==> config.mk <==
export PLATFORM = sky130hd
export DESIGN_NAME = regfile_wr_arbiter
export DESIGN_NICKNAME = d
export VERILOG_FILES = /design/src/rtl/regfile_pkg.sv /design/src/rtl/rr_arbiter.sv /design/src/rtl/regfile_wr_arbiter.sv
export SDC_FILE = /design/constraint.sdc
export NUM_CORES = 1
export LEC_CHECK = 0
export ABC_AREA = 1
export CORE_UTILIZATION = 40
export DETAILED_ROUTE_END_ITERATION = 8
export PLACE_DENSITY = 0.74
export SLEW_MARGIN = 25
export SYNTH_ARGS = -nofsm -noshare
export SYNTH_HDL_FRONTEND = slang
export SYNTH_SLANG_ARGS = --single-unit
==> constraint.sdc <==
create_clock -name clk -period 2.4 [get_ports clk]
set_input_delay 0.48 -clock clk [delete_from_list [all_inputs] [get_ports clk]]
set_output_delay 0.48 -clock clk [all_outputs]
set_load 0.02 [all_outputs]
==> src/rtl/regfile_pkg.sv <==
// rtl/regfile_pkg.sv - shared constants and state encoding for the register-file write port
package regfile_pkg;

    localparam int RF_DW    = 8;
    localparam int RF_AW    = 8;
    localparam int RF_DEPTH = 256;

    typedef enum logic {
        ST_CLEAR = 1'b0,
        ST_RUN   = 1'b1
    } rf_state_e;

endpackage

==> src/rtl/rr_arbiter.sv <==
// rtl/rr_arbiter.sv - combinational round-robin grant search starting at ptr
module rr_arbiter #(
    parameter int N  = 3,
    parameter int IW = (N > 1) ? $clog2(N) : 1
) (
    input  logic [N-1:0]  req,
    input  logic [IW-1:0] ptr,
    output logic [N-1:0]  gnt,
    output logic [IW-1:0] idx
);

    logic          w_found;
    logic [IW-1:0] w_cand;

    always_comb begin
        gnt     = '0;
        idx     = '0;
        w_found = 1'b0;
        w_cand  = '0;
        for (int k = 0; k < N; k++) begin
            w_cand = IW'((32'(ptr) + 32'(k)) % 32'(N));
            if (!w_found && req[w_cand]) begin
                w_found     = 1'b1;
                gnt[w_cand] = 1'b1;
                idx         = w_cand;
            end
        end
    end

endmodule

==> src/rtl/regfile_wr_arbiter.sv <==
// rtl/regfile_wr_arbiter.sv - register-file write port owner: zero sweep, then round-robin sharing
module regfile_wr_arbiter
    import regfile_pkg::*;
#(
    parameter int DW             = RF_DW,
    parameter int AW             = RF_AW,
    parameter int DEPTH          = RF_DEPTH,
    parameter int NREQ           = 3,
    parameter bit CLEAR_ON_RESET = 1'b1
) (
    input  logic               clk,
    input  logic               rst_n,
    input  logic               soft_clear,
    input  logic [NREQ-1:0]    req_valid,
    input  logic [NREQ*AW-1:0] req_addr,
    input  logic [NREQ*DW-1:0] req_data,
    output logic [NREQ-1:0]    req_ready,
    output logic               write,
    output logic [AW-1:0]      D_address,
    output logic [DW-1:0]      data_in,
    output logic               init_done,
    output logic               busy
);

    localparam int            PW       = $clog2(NREQ);
    localparam logic [AW-1:0] CLR_LAST = AW'(DEPTH - 1);

    rf_state_e     r_state, w_state_nxt;
    logic          r_write, w_write_nxt;
    logic [AW-1:0] r_addr,  w_addr_nxt;
    logic [DW-1:0] r_data,  w_data_nxt;
    logic          r_busy,  w_busy_nxt;
    logic [PW-1:0] r_ptr,   w_ptr_nxt;
    logic [AW-1:0] r_clr_cnt, w_clr_nxt;

    logic [NREQ-1:0] w_gnt;
    logic [PW-1:0]   w_idx;
    logic            w_run_ok;

    rr_arbiter #(.N(NREQ), .IW(PW)) u_rr (
        .req (req_valid),
        .ptr (r_ptr),
        .gnt (w_gnt),
        .idx (w_idx)
    );

    // Grants are suppressed in reset and on a soft_clear cycle so no transfer can be lost.
    assign w_run_ok  = rst_n && (r_state == ST_RUN) && !soft_clear;
    assign req_ready = w_run_ok ? w_gnt : '0;

    always_comb begin
        w_state_nxt = r_state;
        w_write_nxt = 1'b0;
        w_addr_nxt  = r_addr;
        w_data_nxt  = r_data;
        w_busy_nxt  = 1'b0;
        w_ptr_nxt   = r_ptr;
        w_clr_nxt   = r_clr_cnt;
        case (r_state)
            ST_CLEAR: begin
                w_write_nxt = 1'b1;
                w_addr_nxt  = r_clr_cnt;
                w_data_nxt  = '0;
                w_busy_nxt  = 1'b1;
                w_clr_nxt   = r_clr_cnt + AW'(1);
                if (r_clr_cnt == CLR_LAST) begin
                    w_state_nxt = ST_RUN;
                    w_clr_nxt   = '0;
                end
            end
            ST_RUN: begin
                if (soft_clear) begin
                    w_state_nxt = ST_CLEAR;
                    w_clr_nxt   = '0;
                end else if (|w_gnt) begin
                    w_write_nxt = 1'b1;
                    w_addr_nxt  = req_addr[w_idx*AW +: AW];
                    w_data_nxt  = req_data[w_idx*DW +: DW];
                    w_ptr_nxt   = (w_idx == PW'(NREQ - 1)) ? '0 : w_idx + PW'(1);
                end
            end
            default: w_state_nxt = ST_RUN;
        endcase
    end

    always_ff @(posedge clk) begin
        if (!rst_n) begin
            r_state   <= CLEAR_ON_RESET ? ST_CLEAR : ST_RUN;
            r_write   <= 1'b0;
            r_addr    <= '0;
            r_data    <= '0;
            r_busy    <= 1'b0;
            r_ptr     <= '0;
            r_clr_cnt <= '0;
        end else begin
            r_state   <= w_state_nxt;
            r_write   <= w_write_nxt;
            r_addr    <= w_addr_nxt;
            r_data    <= w_data_nxt;
            r_busy    <= w_busy_nxt;
            r_ptr     <= w_ptr_nxt;
            r_clr_cnt <= w_clr_nxt;
        end
    end

    assign write     = r_write;
    assign D_address = r_addr;
    assign data_in   = r_data;
    assign busy      = r_busy;
    // Done only once the last sweep write has left the output registers.
    assign init_done = rst_n && (r_state == ST_RUN) && !r_busy;

endmodule
# == Yosys cells after proc, flatten, opt, wreduce, memory -nomap -nowiden ==
# Index checks and enable logic that the tools add are counted.
# totals
wordCells,84
out_inout_bits,22
regBits,29
in_bits,54
# classes
n_bitwise,4
n_shift,2
mux,38
add_sub_neg,4
n_reduce_logical,15
n_lt_le_gt_ge,6
n_div,3
n_eq_ne,5
# op_table
op,count
"modulo 32 x 2 -> 32 bit, second input constant",2
two-way mux 8 bit,6
one-hot mux 8 bit (2 select lines),3
variable part select 24 x 6 -> 8 bit,2
"modulo 2 x 2 -> 32 bit, second input constant",1
two-way mux 1 bit,13
two-way mux 3 bit,4
"< comparator 2 x 3 -> 1 bit, second input constant",3
"adder 8 x 1 -> 8 bit, second input constant",1
"equality test 8 bit, second input constant",1
logical AND 1 bit,8
two-way mux 2 bit,4
binary-select mux 1 bit (select 2 bit),3
demux 1 bit (select 2 bit),3
">= comparator 2 x 1 -> 1 bit, second input constant",3
OR 3 bit,2
logical NOT 1 bit,4
"inequality test 2 bit, second input constant",2
one-hot mux 1 bit (2 select lines),2
"adder 2 x 1 -> 3 bit, second input constant",1
"adder 2 x 2 -> 3 bit, second input constant",1
AND reduction 3 bit,1
OR reduction 3 bit,1
"adder 2 x 1 -> 2 bit, second input constant",1
other kinds (4),5

# == Depth between registers and ports, before layout ==
# logic_depth
ltp_word,14
mapped_depth,18
mapped_depth_nobuf,18

# == Cells and area by module ==
# Synthesis repeated with hierarchy kept, for this count alone.
# hier_totals
cells_unflattened,311
area_unflattened_um2,1909.3
# modules_own_cells
module,seq_area_each_um2,cells_each,area_each_um2,instances
regfile_wr_arbiter,580.6,249,1592.8,1
rr_arbiter,0.0,62,316.6,1

# == Least setup slack after synthesis ==
# No wires, ideal clock.
# synth_path
kind,flip-flop to output port
from,reg r_ptr[0]
to,out req_ready[1]
t_required_ns,1.920
stages_incl_launch_ff,10
path_slack_ns,0.240
path_buffers,0
arrival_ns,1.680
path_cell_list,dfxtp_1 > inv_1 > ha_1 > nand3_1 > inv_1 > a21oi_4 > nand3_2 > nor2_1 > nor2_2 > nor2_1
# synth_via
elab_chain_len,11
word_cells_on_any_way,38
classes_between,add/sub (2); div (3); order compare (6); mux (18); bitwise (2); reduce/logical (7)
# synth_lines
element,line_no,source
"start, declared",regfile_wr_arbiter.sv:33,"logic [PW-1:0] r_ptr, w_ptr_nxt;"
"start signal, assigned",regfile_wr_arbiter.sv:101,r_ptr <= w_ptr_nxt;
adder 2 x 1 -> 3 bit or modulo 2 x 2 -> 32 bit (tied branches),rr_arbiter.sv:21,w_cand = IW'((32'(ptr) + 32'(k)) % 32'(N));
modulo 32 x 2 -> 32 bit (tied with other cells),rr_arbiter.sv:21,
< comparator 2 x 3 -> 1 bit (not written as such) (tied with other cells),rr_arbiter.sv:24,gnt[w_cand] = 1'b1;
logical AND 1 bit (not written as such) (tied with other cells),rr_arbiter.sv:24,
two-way mux 1 bit (not written as such) (tied with other cells),rr_arbiter.sv:24,
demux 1 bit (select 2 bit) (tied with other cells),--,
OR 3 bit (no source line) or two-way mux 1 bit (tied branches),--,
two-way mux 3 bit or logical NOT 1 bit (tied branches),rr_arbiter.sv:22,if (!w_found && req[w_cand]) begin
OR 3 bit (no source line) or logical AND 1 bit (tied branches),--,
two-way mux 3 bit (*),rr_arbiter.sv:22,
two-way mux 3 bit (*),regfile_wr_arbiter.sv:49,assign req_ready = w_run_ok ? w_gnt : '0;
"end, declared",regfile_wr_arbiter.sv:17,"output logic [NREQ-1:0] req_ready,"
# Mark *: on every way between the ends. The rest lies on a longest branch, timed or not. The select of a mux whose other input is x is not followed.

# == Worst setup path in the final report ==
# layout_path
from,in req_valid[1]
to,out req_ready[0]
# layout_via
elab_chain_len,10
word_cells_on_any_way,18
classes_between,mux (12); bitwise (2); reduce/logical (4)
# layout_lines
element,line_no,source
"start, declared",regfile_wr_arbiter.sv:14,"input logic [NREQ-1:0] req_valid,"
binary-select mux 1 bit (select 2 bit),rr_arbiter.sv:22,
two-way mux 1 bit (not written as such),rr_arbiter.sv:22,
two-way mux 1 bit,rr_arbiter.sv:22,
logical NOT 1 bit,rr_arbiter.sv:22,
logical AND 1 bit,rr_arbiter.sv:22,
two-way mux 1 bit,rr_arbiter.sv:22,
logical NOT 1 bit,rr_arbiter.sv:22,
logical AND 1 bit,rr_arbiter.sv:22,
two-way mux 3 bit (*),rr_arbiter.sv:22,
two-way mux 3 bit (*),regfile_wr_arbiter.sv:49,
# Marks and branches as above.

==> impl_metrics.yaml <==
run_status:
  status: "finished clean"
floorplanning:
  die-area_sq_um: 5330
  num_rows: 25
  dieWidth_um: 73.0
  core_sq_um: 4790
  ios: 76
  dieHeight_um: 73.0
  start_util_pct: 42.1
synthesis:
  ys_types: 29
  syn_area_per_cell_sq_um: 6.24
  yosysSeqAreaShare_pct: 28.8
  ys_ff_latch: 29
  synth.mux.area_fraction_pct: 0
  synth_top_family_by_area: "simple AND/OR/NAND/NOR gates"
  yosys_warnings: 0
  synth.area.top_cells: "dfxtp_1 (29%), nand2_1 (19%), nand3_1 (8.2%), inv_1 (6.7%), nor2_1 (5.0%)"
  yosys.area.top_type: "dfxtp_1"
  synth_edf_count: 0
  synth.top_cell.area_share_pct: 28.8
  synthFlopType: "dfxtp_1"
  synthXorXnorAreaFrac_pct: 0.869
  synth_nets: 382
  synth_adder_area_share_pct: 3.10
  async_flop_share_pct: 0
  synth-simple-area-share_pct: 44.8
  syn-cell-area_sq_um: 2020
  synth_compound_area_share_pct: 11.5
  syn_inst: 323
timing:
  fin_crit_sh_pct: 97.1
  setup_viol: 0
  fin_ws_ns: 0.0694
  finalMaxSlewViolations: 0
  final_hold_viol_count: 0
  grt_setup_unrepaired: "yes"
  tns_ns: 0
  slew_headroom_pct: 82.1
  period_minus_slack_ns: 2.33
  skew_ns: 0.00338
  worst_pin_slew_ns: 0.268
  max_freq_mhz: 429
layout:
  area_growth_pct: 65.1
  fin_nets: 495
  final_cells: 503
  regArea_sq_um: 586
  fillCellCount: 406
  final_common_cell: "nand2_1"
  drive_gt1_share_pct: 23.2
  n_antenna_cell: 0
  multiInputGateArea_sq_um: 1330
  layout_common_cells: "nand2_1 (98), clkdlybuf4s50_1 (69), buf_4 (40)"
min_path:
  min_path_cells: 2
  hold_path_startpoint: "data_in[6]$_SDFFE_PN0P_"
  min_to: "data_in[6]$_SDFFE_PN0P_"
  worst_hold_path_type: "flop to flop"
worst_setup_path:
  critical_path_required_ns: 1.92
  r2r_start: "r_ptr[0]$_SDFFE_PN0P_"
  reg2reg_slack_ns: 0.15
  arrival_ns: 1.85
  rr_worst_depth: 15
  worstSetupEndpointType: "output pin"
  slowest_stage: "clkdlybuf4s50_1"
  cpPeakStageDelay_ns: 0.53
  worstSetupStartpointType: "input pin"
  cp_cell_sequence: "clkdlybuf4s50_1 -> nand2_1 -> nand2_1 -> nand2_1 -> nand2_2 -> nand3_4 -> nor2_4 -> nor2_4 -> nor2_2 -> buf_6"
  critical_path_class: "input pin to output pin"
  cpMostUsedCell: "nand2_1"
  reg2reg_to: "D_address[6]$_SDFFE_PN0P_"
  critPathMaxFanout: 4
grt:
  grt_pass1_vias: 2324
  grt_pass1_wl_um: 10300
  grt_max_degree: 23
  grt.overflow.total: 0
  antenna_found_initial: 0
  grt_use_total_pct: 25.3
route:
  drt-total-wl_um: 6560
  drt-vias-per-instance: 4.93
  wl_per_cell_um: 13.0
  via_count: 2481
  post-route-drc-count: 0
  postRouteAntennaNets: 0
  drt_pass1_iterations: 4
  drt_iter0_markers: 148
job:
  drv_cap: 0
placed_design:
  dp_hpwl_um: 4990
  preCtsSetupSlack_ns: -0.400
  port_buffers: 75
  place_congestion: 0.950
  dp_cells: 494
clock_tree:
  clk_latency_ns: 0.29
  cts_tree: "built"
  cts_max_path_buffers: 2
  path_clk_slew_ns: 0.06
  cts_inserted_buffers: 5
  cts_sinks: 29
  root_buffer: "clkbuf_8"
  ctsHtreeMaxLevel: 2
power:
  p_total_mw: 1.28
  power.static_leakage_nw: 1.56
  powerDensity_nw_per_um2: 384
  peakVddDrop_uv: 314
worst max-delay path, delay by kind of cell:
family                 cells  cell delay (ns)
buffers and inverters      2             0.66
and+or+nand+nor            8             0.73
state kept, by name (all words and copies together), names as in the netlist:
name	flops
data_in	8
busy	1
D_address	8
r_clr_cnt	8
r_ptr	2
write	1
r_state	1
metrics by stage:
stage                     hold WS (ns)  instance area [sq um]  utilization (%)
after floorplan                  0.467                   2020                -
after global placement           0.452                   3090             64.6
after detailed placement         0.459                   3090             64.6
after CTS                        0.469                   3200             66.8
after global routing             0.485                   3330             69.5
final                            0.468                   3330             69.5
synth_stat cells (3+ instances only):
library cell  number
o211ai_1           4
buf_4              3
ha_1               5
dfxtp_1           29
nor3_1             4
nand3_2            4
inv_1             36
a21oi_2            3
nand4_1           11
inv_2              7
o21ai_0           11
nand2_1          101
clkbuf_1           4
nand2_2            9
buf_2              3
nand2_4            3
nor2_1            27
nand3_1           33
a21oi_1           12
per-layer routing:
| layer | wire, um | vias to the layer above | GRT usage [%] |
|---|---|---|---|
| met5 | 0 | - | 0 |
| met4 | 160 | 0 | 7.41 |
| met3 | 446 | 14 | 6.08 |
| met2 | 3130 | 76 | 44.2 |
| met1 | 2820 | 1123 | 30.5 |
| li1 | - | 1268 | - |
how the worst max path moves through the flow:
stage | endpoint | cells after the start | startpoint | slack (ns)
2_1_floorplan | req_ready[1] | 9 | r_ptr[0]$_SDFFE_PN0P_ | 0.24
6_report | req_ready[0] | 10 | req_valid[1] | 0.07
3_5_place_dp | req_ready[1] | 10 | req_valid[2] | -0.40
3_3_place_gp | req_ready[1] | 10 | req_valid[2] | -0.33
5_1_grt | req_ready[0] | 10 | r_ptr[0]$_SDFFE_PN0P_ | -0.03
4_1_cts | req_ready[0] | 11 | r_ptr[0]$_SDFFE_PN0P_ | 0.01
power breakdown:
part | internal, mW | leakage [nW] | switching (mW) | total, mW
registers | 0.489 | 0.237 | 0.00556 | 0.495
clock network | 0.301 | 0.0540 | 0.194 | 0.495
logic | 0.155 | 1.27 | 0.133 | 0.288
total | 0.945 | 1.56 | 0.332 | 1.28
final cells by class:
| type | instances | share of cell area [%] |
|---|---|---|
| repair buffers | 115 | 31.7 |
| flip-flops and latches | 29 | 17.6 |
| clock buffers | 5 | 2.07 |
| multi-input cells | 241 | 39.8 |
| well taps | 67 | 2.52 |
| inverters | 44 | 5.19 |
| clock inverters | 2 | 1.05 |
kinds of logic (layout without fill, tap and decap cells):
kind of cell / Yosys count / after routing
simple gates: 196 / 197
buf+inv: 54 / 166
compound gates: 37 / 37
flops: 29 / 29
fa+ha+maj: 5 / 5
xor+xnor: 2 / 2
repair_timing:
| action | in CTS | in global routing |
|---|---|---|
| gates cloned | 0 | 1 |
| hold buffers | 0 | 0 |
| gates resized for setup | 15 | 34 |
| pin swaps | 0 | 9 |
| setup buffers | 0 | 1 |
| endpoints found under the setup margin | 3 | 20 |
Note: power is estimated with default switching activity, not from simulation.
